===== config.mk =====
export PLATFORM = sky130hd
export DESIGN_NAME = hazard_stall_unit
export DESIGN_NICKNAME = d
export VERILOG_FILES = /design/src/rtl/hazard_stall_unit_pkg.sv /design/src/rtl/hazard_stall_unit_sat_counter.sv /design/src/rtl/hazard_stall_unit.sv
export SDC_FILE = /design/constraint.sdc
export NUM_CORES = 1
export LEC_CHECK = 0
export ABC_AREA = 0
export CAP_MARGIN = 20
export CORE_ASPECT_RATIO = 0.8
export CORE_MARGIN = 2
export CORE_UTILIZATION = 34
export DETAILED_ROUTE_END_ITERATION = 12
export GPL_TIMING_DRIVEN = 0
export PLACE_DENSITY = 0.61
export SLEW_MARGIN = 10
export SYNTH_ARGS = -nofsm -noshare
export SYNTH_HDL_FRONTEND = slang
export SYNTH_HIERARCHICAL = 1
export SYNTH_SLANG_ARGS = --single-unit

===== constraint.sdc =====
create_clock -name clk_i -period 2.4 [get_ports clk_i]
set_input_delay 0.36 -clock clk_i [delete_from_list [all_inputs] [get_ports clk_i]]
set_output_delay 0.36 -clock clk_i [all_outputs]
set_load 0.02 [all_outputs]

===== src/rtl/hazard_stall_unit_pkg.sv =====
// Shared pipeline definitions for the hazard/stall controller: state encoding,
// default sizing and the load-use detect.
package hazard_stall_unit_pkg;

    typedef enum logic [1:0] {
        RUN      = 2'd0,
        MEM_WAIT = 2'd1,
        ERROR    = 2'd2
    } hsu_state_t;

    localparam int DEF_CNT_W       = 16;
    localparam int DEF_MEM_TIMEOUT = 64;

    // x0 is hardwired zero, so a load "into" it never creates a dependency.
    function automatic logic load_use_hazard(
        input logic       ex_mem_read,
        input logic [4:0] ex_rd,
        input logic [4:0] id_rs1,
        input logic [4:0] id_rs2
    );
        return ex_mem_read && (ex_rd != 5'd0) &&
               ((ex_rd == id_rs1) || (ex_rd == id_rs2));
    endfunction

endpackage


===== src/rtl/hazard_stall_unit_sat_counter.sv =====
// Saturating up-counter; holds at all-ones instead of wrapping.
module sat_counter #(
    parameter int width = 16
) (
    input  logic             clk_i,
    input  logic             rst_i,
    input  logic             enable,
    output logic [width-1:0] count
);

    always_ff @(posedge clk_i or negedge rst_i) begin
        if (!rst_i) begin
            count <= '0;
        end else if (enable && (count != '1)) begin
            count <= count + 1'b1;
        end
    end

endmodule


===== src/rtl/hazard_stall_unit.sv =====
// Pipeline hazard controller: memory-wait freeze with timeout, load-use bubble,
// taken-branch flush, and a stall-cycle performance counter.
//
//   state    | meaning
//   ---------+-----------------------------------------------------------
//   RUN      | normal issue; load-use / branch hazards resolved here
//   MEM_WAIT | data memory access outstanding, whole pipeline frozen
//   ERROR    | memory never acknowledged; frozen until reset
module hazard_stall_unit
    import hazard_stall_unit_pkg::*;
#(
    parameter int CNT_W       = DEF_CNT_W,
    parameter int MEM_TIMEOUT = DEF_MEM_TIMEOUT
) (
    input  logic             clk_i,
    input  logic             rst_i,
    input  logic [4:0]       ID_Rs1_in,
    input  logic [4:0]       ID_Rs2_in,
    input  logic             EX_MemRead_in,
    input  logic [4:0]       EX_Rd_in,
    input  logic             MEM_MemReq_in,
    input  logic             MEM_Ack_in,
    input  logic             Branch_Taken_in,
    output logic             PC_Write_out,
    output logic             IFID_Write_out,
    output logic             IDEX_Bubble_out,
    output logic             IFID_Flush_out,
    output logic             Pipe_Freeze_out,
    output logic             Mem_Error_out,
    output logic [CNT_W-1:0] Stall_Count_out
);

    localparam int WAIT_W = (MEM_TIMEOUT > 2) ? $clog2(MEM_TIMEOUT) : 1;
    localparam logic [WAIT_W-1:0] WAIT_LAST = WAIT_W'(MEM_TIMEOUT - 2);

    hsu_state_t        state;
    logic [WAIT_W-1:0] wait_cnt;
    logic              load_use;
    logic              mem_freeze;

    // The counter lands on MEM_TIMEOUT-1 on the same edge that enters ERROR,
    // so the error flag rises after MEM_TIMEOUT frozen cycles.
    always_ff @(posedge clk_i or negedge rst_i) begin
        if (!rst_i) begin
            state    <= RUN;
            wait_cnt <= '0;
        end else begin
            case (state)
                RUN: begin
                    if (MEM_MemReq_in && !MEM_Ack_in) begin
                        state    <= MEM_WAIT;
                        wait_cnt <= '0;
                    end
                end
                MEM_WAIT: begin
                    if (MEM_Ack_in) begin
                        state <= RUN;
                    end else begin
                        wait_cnt <= wait_cnt + 1'b1;
                        if (wait_cnt == WAIT_LAST) begin
                            state <= ERROR;
                        end
                    end
                end
                ERROR: begin
                    state <= ERROR;
                end
                default: begin
                    state <= RUN;
                end
            endcase
        end
    end

    always_comb begin
        load_use        = load_use_hazard(EX_MemRead_in, EX_Rd_in, ID_Rs1_in, ID_Rs2_in);
        mem_freeze      = 1'b0;
        PC_Write_out    = 1'b1;
        IFID_Write_out  = 1'b1;
        IDEX_Bubble_out = 1'b0;
        IFID_Flush_out  = 1'b0;

        case (state)
            ERROR:    mem_freeze = 1'b1;
            MEM_WAIT: mem_freeze = !MEM_Ack_in;
            default:  mem_freeze = MEM_MemReq_in && !MEM_Ack_in;
        endcase

        // Outputs are forced to the free-running pattern while reset is held.
        if (!rst_i) begin
            mem_freeze = 1'b0;
        end else if (mem_freeze) begin
            PC_Write_out   = 1'b0;
            IFID_Write_out = 1'b0;
        end else if (load_use) begin
            PC_Write_out    = 1'b0;
            IFID_Write_out  = 1'b0;
            IDEX_Bubble_out = 1'b1;
        end else if (Branch_Taken_in) begin
            IFID_Flush_out = 1'b1;
        end
    end

    assign Pipe_Freeze_out = mem_freeze;
    assign Mem_Error_out   = (state == ERROR);

    sat_counter #(
        .width (CNT_W)
    ) u_stall_cnt (
        .clk_i  (clk_i),
        .rst_i  (rst_i),
        .enable (!PC_Write_out),
        .count  (Stall_Count_out)
    );

endmodule


Word level (Yosys, flattened, before mapping)
Cells that the tools add are included.
{ "op_classes": {"n_reduce_logical": 12, "muxes": 19, "n_eq_ne": 9, "add_sub_neg": 2} }
{ "op_table": {"columns": ["operator", "count"], "rows": [
  ["$add A16 B1 Y16 const B", 1],
  ["$ne A16 B16 Y1 const B", 1],
  ["$mux W6", 2],
  ["$pmux W6 S2", 1],
  ["$mux W1", 11],
  ["$eq A5 B5 Y1", 2],
  ["$add A6 B1 Y6 const B", 1],
  ["$eq A6 B6 Y1 const B", 1],
  ["$mux W2", 3],
  ["$pmux W2 S3", 1],
  ["$reduce_bool A5 Y1", 1],
  ["$logic_and A1 B1 Y1", 4],
  ["$ne A2 B2 Y1 const B", 2],
  ["$ne A3 B3 Y1 const B", 1],
  ["$reduce_and A3 Y1", 1],
  ["$eq A2 B1 Y1 const B", 1],
  ["$eq A2 B2 Y1 const B", 1],
  ["$logic_not A1 Y1", 2],
  ["$logic_not A2 Y1", 1],
  ["$pmux W1 S2", 1],
  ["$reduce_and A2 Y1", 1],
  ["$reduce_bool A2 Y1", 1],
  ["$logic_or A1 B1 Y1", 1]
]} }
{ "totals": {"output_inout_bits": 22, "input_bits": 21, "reg_bits": 24} }

Depth between registers and ports, before layout
Gate-level depths: netlist (run 1).
{ "logic_depth": {"depth_word": 8, "ltp_mapped": 10, "ltp_nobuf": 10} }

By module
Netlist (run 1), hierarchy kept.
{ "by_module_without_submodules": {"columns": ["mod", "cells_per_inst", "instances", "area_each_um2", "seq_area_each_um2"], "rows": [
  ["sat_counter", 72, 1, 859.6, 400.4],
  ["hazard_stall_unit", 77, 1, 703.2, 200.2]
]} }

Worst setup path after synthesis (run 1)
Ideal clock, no wire load.
{ "synth_timing": {"path_type": "register to register", "startpoint": "reg state[0]", "endpoint": "reg u_stall_cnt.count[5]", "slack_ns": -0.065, "stages_incl_launch_ff": 11, "setup_time_ns": 0.119, "required_ns": 2.281, "n_path_buf": 0, "synth_period_minus_slack_ns": 2.465, "arrival_time_ns": 2.346, "path_cell_list": "dfrtp_1 > inv_1 > ha_1 > mux2i_1 > a2bb2oi_1 > nor2b_1 > a31o_1 > and3_1 > and4_2 > o211ai_1 > o21a_1"} }
{ "synth_via": {"elab_chain_len": 6} }
{ "synth_lines": {"columns": ["element", "line", "source"], "rows": [
  ["start: declaration", "hazard_stall_unit.sv:36", "hsu_state_t state;"],
  ["start signal: assignment", "hazard_stall_unit.sv:45", "state <= RUN;"],
  ["start signal: assignment", "hazard_stall_unit.sv:51", "state <= MEM_WAIT;"],
  ["start signal: assignment", "hazard_stall_unit.sv:57", "state <= RUN;"],
  ["$eq A2 B1 Y1 or $eq A2 B2 Y1 (tied branches)", "hazard_stall_unit.sv:83", "case (state)"],
  ["$pmux W1 S2 *", "hazard_stall_unit.sv:83", null],
  ["$mux W1 *", "hazard_stall_unit.sv:92", "end else if (mem_freeze) begin"],
  ["$mux W1 *", "hazard_stall_unit.sv:90", "if (!rst_i) begin"],
  ["$logic_not A1 Y1 *", "hazard_stall_unit.sv:112", ".enable (!PC_Write_out),"],
  ["$logic_and A1 B1 Y1 *", "hazard_stall_unit_sat_counter.sv:14", "end else if (enable && (count != '1)) begin"],
  ["end signal: assignment", "hazard_stall_unit_sat_counter.sv:15", "count <= count + 1'b1;"],
  ["end: declaration", "hazard_stall_unit_sat_counter.sv:8", "output logic [width-1:0] count"]
]} }
Every way passes the cells marked *; elsewhere a longest branch is shown, timed or not.
A chain may end at the register's enable or synchronous reset.

Worst setup path after layout (run 1)
{ "layout_timing": {"startpoint": "in EX_Rd_in[4]", "endpoint": "out IDEX_Bubble_out"} }
{ "layout_via": {"elab_chain_len": 6} }
{ "layout_lines": {"columns": ["element", "line", "source"], "rows": [
  ["start: declaration", "hazard_stall_unit.sv:20", "input logic [4:0] EX_Rd_in,"],
  ["$eq A5 B5 Y1 or $reduce_bool A5 Y1 (tied branches)", "hazard_stall_unit_pkg.sv:22, hazard_stall_unit_pkg.sv:21", null],
  ["$logic_or A1 B1 Y1 or $logic_and A1 B1 Y1 (tied branches)", "hazard_stall_unit_pkg.sv:22, hazard_stall_unit_pkg.sv:21", null],
  ["$logic_and A1 B1 Y1 *", "hazard_stall_unit_pkg.sv:21", "return ex_mem_read && (ex_rd != 5'd0) &&"],
  ["$mux W1 *", "hazard_stall_unit.sv:95", "end else if (load_use) begin"],
  ["$mux W1 *", "hazard_stall_unit.sv:92", null],
  ["$mux W1 *", "hazard_stall_unit.sv:90", null],
  ["end: declaration", "hazard_stall_unit.sv:26", "output logic IDEX_Bubble_out,"]
]} }
Marked as above.

==> impl_metrics.json, run 1 <==
{
  "io_pins": 43,
  "cts_buffers": 3,
  "finClkSkew_ns": 0.01856,
  "maxSlewHeadroom_pct": 61.67,
  "peakVddDrop_mv": 0.2683,
  "die_w_um": 79.80,
  "critPathArrivalTime_ns": 1.98,
  "synthDominantCellAreaShare_pct": 38.43,
  "cpLargestDelayFamily": "buffers and inverters",
  "grt_antenna_before_repair": 0,
  "synthFlopType": "dfrtp_1",
  "drt-total-wl_mm": 3.785,
  "status": "completed",
  "rsz0062_at_grt": "false",
  "rows": 22,
  "hold_viol": 0,
  "criticalPathCategory": "input pin to output pin",
  "hold_path_class": "input pin to async pin",
  "avgSynthCellArea_um2": 10.49,
  "period_minus_slack_ns": 2.344,
  "grt_pass1_wl_mm": 6.382,
  "die_h_um": 64.64,
  "drtIter0Drc": 85,
  "drt_pass1_iterations": 4,
  "clock_tree.buffer_depth": 2,
  "synth_cell_type_count": 44,
  "synthTopCellsByArea": "dfrtp_1, xnor2_1, ha_1",
  "coreArea_um2": 4514,
  "ys_ff_latch": 24,
  "cap_violations": 0,
  "drc_errors": 0,
  "synth_warnings": 6,
  "cpPeakStageDelay_ns": 0.47,
  "ctsHoldBuffers": 0,
  "cts.reportedPaths.clkPinSlew_ns": 0.10,
  "seq_area_frac_synth_pct": 38.43,
  "cts_max_level": 1,
  "first_global_vias": 1383,
  "cts-root-buf": "clkbuf_8",
  "clk_latency_ns": 0.28,
  "initial_utilization_pct": 34.62,
  "synthTopCellsByCount": "dfrtp_1, xnor2_1, nand3_1, nand4_1, nand2_1",
  "leakage_uw": 0.0008892,
  "power_density_nw_per_um2": 715.3,
  "syn-num-nets": 177,
  "grt_start_max_net_pins": 20,
  "clock-sinks": 24,
  "fp.dieArea_um2": 5158,
  "syn_inst": 149,
  "areaGrowthSynthToFinish_pct": 40.59,
  "post-route-util_pct": 48.67,
  "diodes": 0,
  "slew_violations": 0,
  "end_kind": "output pin",
  "cts_tree": "built",
  "whs_ns": 0.1710,
  "vias": 1356,
  "start_kind": "input pin",
  "synthArstFlopShare_pct": 100.0,
  "setup_viol": 0,
  "routedWlPerCell_um": 14.73,
  "via_per_inst": 5.276,
  "worstMarginPinSlew_ns": 0.5750,
  "crit_chain": "clkdlybuf4s50_1 > or4_1 > o21a_2 > and4_1 > clkdlybuf4s15_2",
  "finalCritPeriodShare_pct": 97.65,
  "synth_edf_count": 0,
  "grt_overflow": 0,
  "finalNetCount": 226,
  "yosysTopAreaCell": "dfrtp_1",
  "globalplace.congestion": 0.8256,
  "mappedNetlistArea_um2": 1563,
  "yosysMostFrequentCell": "dfrtp_1",
  "grt_usage_pct": 15.40,
  "cp_num_buf_inv": 2,
  "ant_nets": 0,
  "worstPathMaxFanout": 4,
  "fmax_mhz": 426.7,
  "io_buffer_count": 41,
  "worstPathRequired_ns": 2.04,
  "drive_gt1_share_pct": 18.27,
  "slowest_stage": "clkdlybuf4s50_1",
  "dp_hpwl_mm": 2.888
}
==> routing by layer <==
metal	wire length [um]	vias to the layer above	track usage (%)
met2	1726	40	25.21
met1	1789	659	20.70
met3	223	6	2.925
li1	-	651	-
met5	0	-	0
met4	46	0	4.661
==> placed cells by master (no fill, tap or decap), drive strengths merged, types with 5 or more instances in the layout <==
cell           synthesis  routed
ha                     7       7
clkdlybuf4s50          0      32
o21a                   6       6
nand3                 10      10
dfrtp                 24      24
inv                    5       5
o21ai                  5       5
nand2                  8       8
a21oi                  5       5
buf                    2       8
nand4                 11      11
xnor2                 19      19
nor2                   8       8
a31oi                  5       5
==> cell type report <==
class                      instances  area [um^2]
clock inverter                     1        30.03
clock buffer                       3        41.29
timing repair buffer              45        446.7
tap                               60        75.07
multi-input combinational        118        979.7
inverter                           5        18.77
fill                             432         2317
buffer                             1        5.005
sequential                        24        600.6
==> report_power, final <==
part | total (uW) | switching, uW | internal [uW]
clock | 358 | 135 | 223
sequential | 600 | 116 | 484
combinational | 613 | 303 | 310
total | 1570 | 554 | 1020
==> stage by stage <==
step | cells | cell area, um^2 | TNS (ns) | power (uW) | setup slack (ns)
3_3_place_gp | 250 | 2051 | -13.53 | 1136 | -0.8196
6_report | 257 | 2197 | 0 | 1572 | 0.05631
4_1_cts | 257 | 2185 | 0 | 1572 | 0.003910
5_1_grt | 257 | 2197 | 0 | 1675 | 0.003213
3_5_place_dp | 251 | 2078 | -6.808 | 1168 | -0.5208
2_1_floorplan | 149 | 1565 | 0 | 925.7 | 0.04699
==> flip-flops by register name, indices dropped and copies added (netlist names) <==
signal / flops
wait_cnt: 6
u_stall_cnt/count: 16
state: 2
==> path summary, 6_finish.rpt <==
path / startpoint / cells past startpoint / to / slack, ns
min in group clk_i: MEM_Ack_in / 3 / wait_cnt[0] / 0.50
max: EX_Rd_in[4] / 5 / IDEX_Bubble_out / 0.06
max reg2reg: state[1] / 10 / u_stall_cnt/count[7] / 0.14
max in group asynchronous: rst_i / 2 / state[0] / 1.73
min: rst_i / 1 / u_stall_cnt/count[13] / 0.17
min reg2reg: u_stall_cnt/count[15] / 1 / u_stall_cnt/count[15] / 0.55
==> logic make-up (layout without fill, tap and decap cells) <==
family / Yosys count / in the layout / synth area share [%]
flops: 24 / 24 / 38.43
buf+inv: 7 / 55 / 2.002
fa+ha+maj: 7 / 7 / 5.604
simple gates: 56 / 56 / 25.78
compound gates: 30 / 30 / 13.69
mux: 4 / 4 / 2.722
xor+xnor: 21 / 21 / 11.77
==> what timing repair did <==
action | in CTS | in global routing
setup buffers | 2 | 1
endpoints found under the setup margin | 15 | 7
pin swaps | 2 | 1
gates resized for setup | 25 | 9
Power figures use the tool's default switching activity.
==> run 2: changes to the inputs <==
- CORE_UTILIZATION: 34 -> 48
- PLACE_DENSITY: 0.61 -> 0.79
- clock period: 2.4 -> 2.3 ns (I/O delays scaled with it)
==> impl_metrics.json, run 2 (synthesis gave the netlist of run 1 again) <==
{
  "status": "finished, violations left",
  "violations": "setup timing",
  "areaGrowthSynthToFinish_pct": 43.63,
  "grt_pass1_wl_mm": 5.899,
  "io_pins": 43,
  "drive_gt1_share_pct": 21.18,
  "drc_errors": 0,
  "clock-sinks": 24,
  "setup_viol": 1,
  "rsz0062_at_grt": "true",
  "diodes": 0,
  "p_comb_share_pct": 41.2,
  "hold_viol": 0,
  "cts.reportedPaths.clkPinSlew_ns": 0.09,
  "setup_slack_ns": -0.007392,
  "hold_path_class": "input pin to async pin",
  "initial_utilization_pct": 50.28,
  "grt_usage_pct": 21.18,
  "dp_hpwl_mm": 2.730,
  "first_global_vias": 1315,
  "sw_frac_of_total_pct": 35.15,
  "largest_register": "u_stall_cnt/count",
  "cts_max_level": 1,
  "die_h_um": 55.04,
  "grt_antenna_before_repair": 0,
  "worstPathRequired_ns": 1.96,
  "largest_reg_flops": 16,
  "leakage_uw": 0.0009263,
  "netSwitchingPower_uw": 593.1,
  "cts-root-buf": "clkbuf_8",
  "peakVddDrop_mv": 0.5571,
  "end_kind": "output pin",
  "clk_latency_ns": 0.27,
  "drt_pass1_iterations": 4,
  "ant_nets": 0,
  "final_common_cell": "clkdlybuf4s50_1",
  "cts_buffers": 3,
  "fp.dieArea_um2": 3731,
  "criticalPathCategory": "flop to output pin",
  "die_w_um": 67.80,
  "power_frac_seq_pct": 36.9,
  "postPlaceCellArea_um2": 2061,
  "whs_ns": 0.01544,
  "met2_usage_pct": 39.87,
  "coreArea_um2": 3108,
  "vias": 1394,
  "via_per_inst": 5.737,
  "busiest_layer": "met2",
  "met3_usage_pct": 3.441,
  "grt_start_max_net_pins": 17,
  "slew_violations": 0,
  "power.share.clock_pct": 21.9,
  "intPower_uw": 1094,
  "design_area_um2": 2245,
  "cap_violations": 0,
  "globalplace.congestion": 0.7570,
  "grtUsageMet1_pct": 25.88,
  "reg_top3": "u_stall_cnt/count: 16 flops, wait_cnt: 6 flops, state: 2 flops",
  "worstPathMaxFanout": 3,
  "grt_overflow": 0,
  "routedWlPerCell_um": 15.44,
  "rows": 18,
  "critPathArrivalTime_ns": 1.96,
  "drt-total-wl_mm": 3.752,
  "dp_slack_ns": -0.6669,
  "finClkSkew_ns": 0.007341,
  "cts_tree": "built",
  "fmax_mhz": 433.4,
  "io_buffer_count": 41,
  "mostFrequentLayoutCells": "clkdlybuf4s50_1, dfrtp_1, xnor2_1",
  "power_density_nw_per_um2": 751.7,
  "start_kind": "flop",
  "maxSlewHeadroom_pct": 61.13,
  "period_minus_slack_ns": 2.307,
  "drtIter0Drc": 36,
  "finalNetCount": 232,
  "finalCritPeriodShare_pct": 100.3,
  "worstMarginPinSlew_ns": 0.5683,
  "clock_tree.buffer_depth": 2
}
run 2: what timing repair did:
action                                 CTS  global route
hold buffers                             0             1
setup buffers                            3             5
resized for setup                       32            12
pin swaps                                2             3
setup endpoints to repair               14            12
endpoints found under the hold margin    0            13
run 2: metrics by stage:
step                      power (uW)  cells  utilization, %  setup TNS (ns)
after floorplan                981.4    149               -               0
after global placement          1190    230           65.82          -12.91
after detailed placement        1219    231           66.30          -7.459
after CTS                       1634    238           69.44        -0.03276
after global routing            1783    243           72.22         -0.1949
final                           1687    243           72.22       -0.007392
run 2: layer usage:
metal	part of all wire, %	vias to the layer above
li1	-	665
met1	42	686
met2	53	41
met3	4.1	2
met4	0.51	0
met5	0	-
run 2: final timing paths:
kind | from | end | slack (ns) | depth (start not counted)
max in group asynchronous | rst_i | wait_cnt[2] | 1.26 | 2
worst min register to register | u_stall_cnt/count[15] | u_stall_cnt/count[15] | 0.53 | 1
worst max-delay path | state[0] | IFID_Flush_out | -0.007 | 8
worst min-delay path | rst_i | u_stall_cnt/count[7] | 0.02 | 2
min in group clk_i | MEM_Ack_in | wait_cnt[1] | 0.46 | 3
worst max register to register | state[0] | u_stall_cnt/count[7] | 0.06 | 10
run 2: critical path: stages, from the launching register on:
cell and delay, ns:
dfrtp_1 0.39, inv_2 0.07, ha_4 0.28, mux2i_1 0.22, a2bb2oi_2 0.25, buf_4 0.16
nand3_2 0.07, a21oi_2 0.11, buf_4 0.15
run 2: power by group through the flow:
stage | clock, uW | sequential (uW) | combinational [uW]
detailed placement | 0 | 630 | 589
finish | 369 | 623 | 696
global route | 389 | 639 | 755
floorplan | 0 | 660 | 322
global placement | 0 | 621 | 569
CTS | 376 | 620 | 638
run 2: area by class of cell:
class	count	area, um^2
buffer	1	5.005
clock buffer	3	41.29
clock inverter	1	30.03
fill	210	863.3
inverter	5	18.77
multi-input combinational	118	1022
sequential	24	600.6
tap	40	50.05
timing repair buffer	51	476.7
==> run 3: changes to the inputs <==
- PLACE_DENSITY: 0.79 -> 0.8
==> impl_metrics.json, run 3 (synthesis gave the netlist of run 1 again) <==
{
  "io_buffer_count": 41,
  "power_density_nw_per_um2": 705.8,
  "vias": 1354,
  "fmax_mhz": 435.1,
  "initial_utilization_pct": 50.28,
  "drive_gt1_share_pct": 20.90,
  "slowest_stage": "dfrtp_1",
  "grt_start_max_net_pins": 17,
  "cts_buffers": 3,
  "finalCritPeriodShare_pct": 99.92,
  "total_power_uw": 1548,
  "cts-root-buf": "clkbuf_8",
  "slew_violations": 0,
  "diodes": 0,
  "crit_top_cell": "buf_4",
  "grt_overflow": 0,
  "fp.dieArea_um2": 3731,
  "design_area_um2": 2193,
  "drt-total-wl_mm": 3.536,
  "rsz0062_at_grt": "true",
  "critPathArrivalTime_ns": 1.95,
  "ctsHoldBuffers": 0,
  "rr_startpoint": "state[0]",
  "whs_ns": 0.2218,
  "status": "completed",
  "cts_tree": "built",
  "grt_usage_pct": 20.89,
  "routedWlPerCell_um": 14.67,
  "drc_errors": 0,
  "grt_pass1_wl_mm": 5.706,
  "die_w_um": 67.80,
  "cap_violations": 0,
  "clock_tree.buffer_depth": 2,
  "instances_no_fill": 241,
  "post-route-util_pct": 70.57,
  "worstPathRequired_ns": 1.96,
  "io_pins": 43,
  "worstPathMaxFanout": 4,
  "grt_antenna_before_repair": 0,
  "hold_path_class": "input pin to async pin",
  "worstMarginPinSlew_ns": 0.6695,
  "rr_endpoint": "u_stall_cnt/count[7]",
  "cts_max_level": 1,
  "largest_register": "u_stall_cnt/count",
  "dp_cells": 231,
  "ant_nets": 0,
  "final_common_cell": "clkdlybuf4s50_1",
  "globalplace.congestion": 0.8004,
  "drt_pass1_iterations": 5,
  "postPlaceCellArea_um2": 2061,
  "dp_hpwl_mm": 2.612,
  "clock-sinks": 24,
  "die_h_um": 55.04,
  "start_kind": "flop",
  "coreArea_um2": 3108,
  "leakage_uw": 0.0008942,
  "mostFrequentLayoutCells": "clkdlybuf4s50_1, dfrtp_1, xnor2_1",
  "clk_latency_ns": 0.26,
  "via_per_inst": 5.618,
  "finalNetCount": 231,
  "startpoint": "state[0]",
  "peakVddDrop_mv": 0.4117,
  "reg_top3": "u_stall_cnt/count: 16 flops, wait_cnt: 6 flops, state: 2 flops",
  "areaGrowthSynthToFinish_pct": 40.35,
  "finClkSkew_ns": 0.002227,
  "first_global_vias": 1296,
  "regArea_um2": 600.6,
  "maxSlewHeadroom_pct": 55.37,
  "setup_viol": 0,
  "r2r_cells": 10,
  "period_minus_slack_ns": 2.298,
  "crit_chain": "buf_4 > ha_2 > mux2i_2 > a2bb2oi_2 > buf_4 > nand3_2 > a21oi_2 > buf_6",
  "end_kind": "output pin",
  "criticalPathCategory": "flop to output pin",
  "rows": 18,
  "drtIter0Drc": 35,
  "cts.reportedPaths.clkPinSlew_ns": 0.08,
  "largest_reg_flops": 16,
  "multiInputGateArea_um2": 1007,
  "reg2reg_slack_ns": 0.12,
  "hold_viol": 0,
  "fillers": 222,
  "cpPeakStageDelay_ns": 0.41
}
-- run 3: worst max-delay path: cells and delay by family (launching register included) --
kind	cells	cell delay, ns
buffers and inverters	3	0.45
flip-flops	1	0.41
AO/OA/AOI/OAI	2	0.40
adder cells (fa/ha/maj)	1	0.21
multiplexers	1	0.16
AND/OR/NAND/NOR	1	0.07
-- run 3: metrics by stage --
| step | setup WS, ns | setup TNS, ns |
|---|---|---|
| 6_report | 0.001841 | 0 |
| 3_5_place_dp | -0.6063 | -5.004 |
| 3_3_place_gp | -0.9148 | -13.28 |
| 2_1_floorplan | 0.006442 | 0 |
| 4_1_cts | 0.003551 | 0 |
| 5_1_grt | -0.1254 | -0.3869 |
-- run 3: area by class of cell --
class / instances / area share [%]
multi-input cells: 118 / 45.92
flip-flops and latches: 24 / 27.38
repair buffers: 49 / 21.11
well taps: 40 / 2.282
clock buffers: 3 / 1.882
inverters: 5 / 0.8557
plain buffers: 2 / 0.5705
-- run 3: power by group --
part | switching (uW) | internal [uW]
logic | 331 | 352
registers | 118 | 505
clock network | 124 | 117
-- run 3: worst max path at each step --
stage,end,slack (ns),depth (start not counted)
after detailed placement,PC_Write_out,-0.61,6
after global routing,IFID_Flush_out,-0.13,8
after floorplan,u_stall_cnt/count[7],0.006,10
after global placement,PC_Write_out,-0.91,5
final,IFID_Flush_out,0.002,8
after CTS,PC_Write_out,0.004,8
-- run 3: timing repair --
action	in CTS	in global routing
resized for setup	31	8
buffers inserted	5	2
setup endpoints to repair	7	8
pin swaps	2	2
cloned	0	0
-- run 3: layer usage --
| metal | wire, um | vias to the layer above | share of wire [%] | global-route usage (%) |
|---|---|---|---|---|
| li1 | - | 665 | - | - |
| met1 | 1526 | 635 | 43 | 26.11 |
| met2 | 1742 | 50 | 49 | 37.75 |
| met3 | 215 | 4 | 6.1 | 3.441 |
| met4 | 52 | 0 | 1.5 | 6.000 |
| met5 | 0 | - | 0 | 0 |
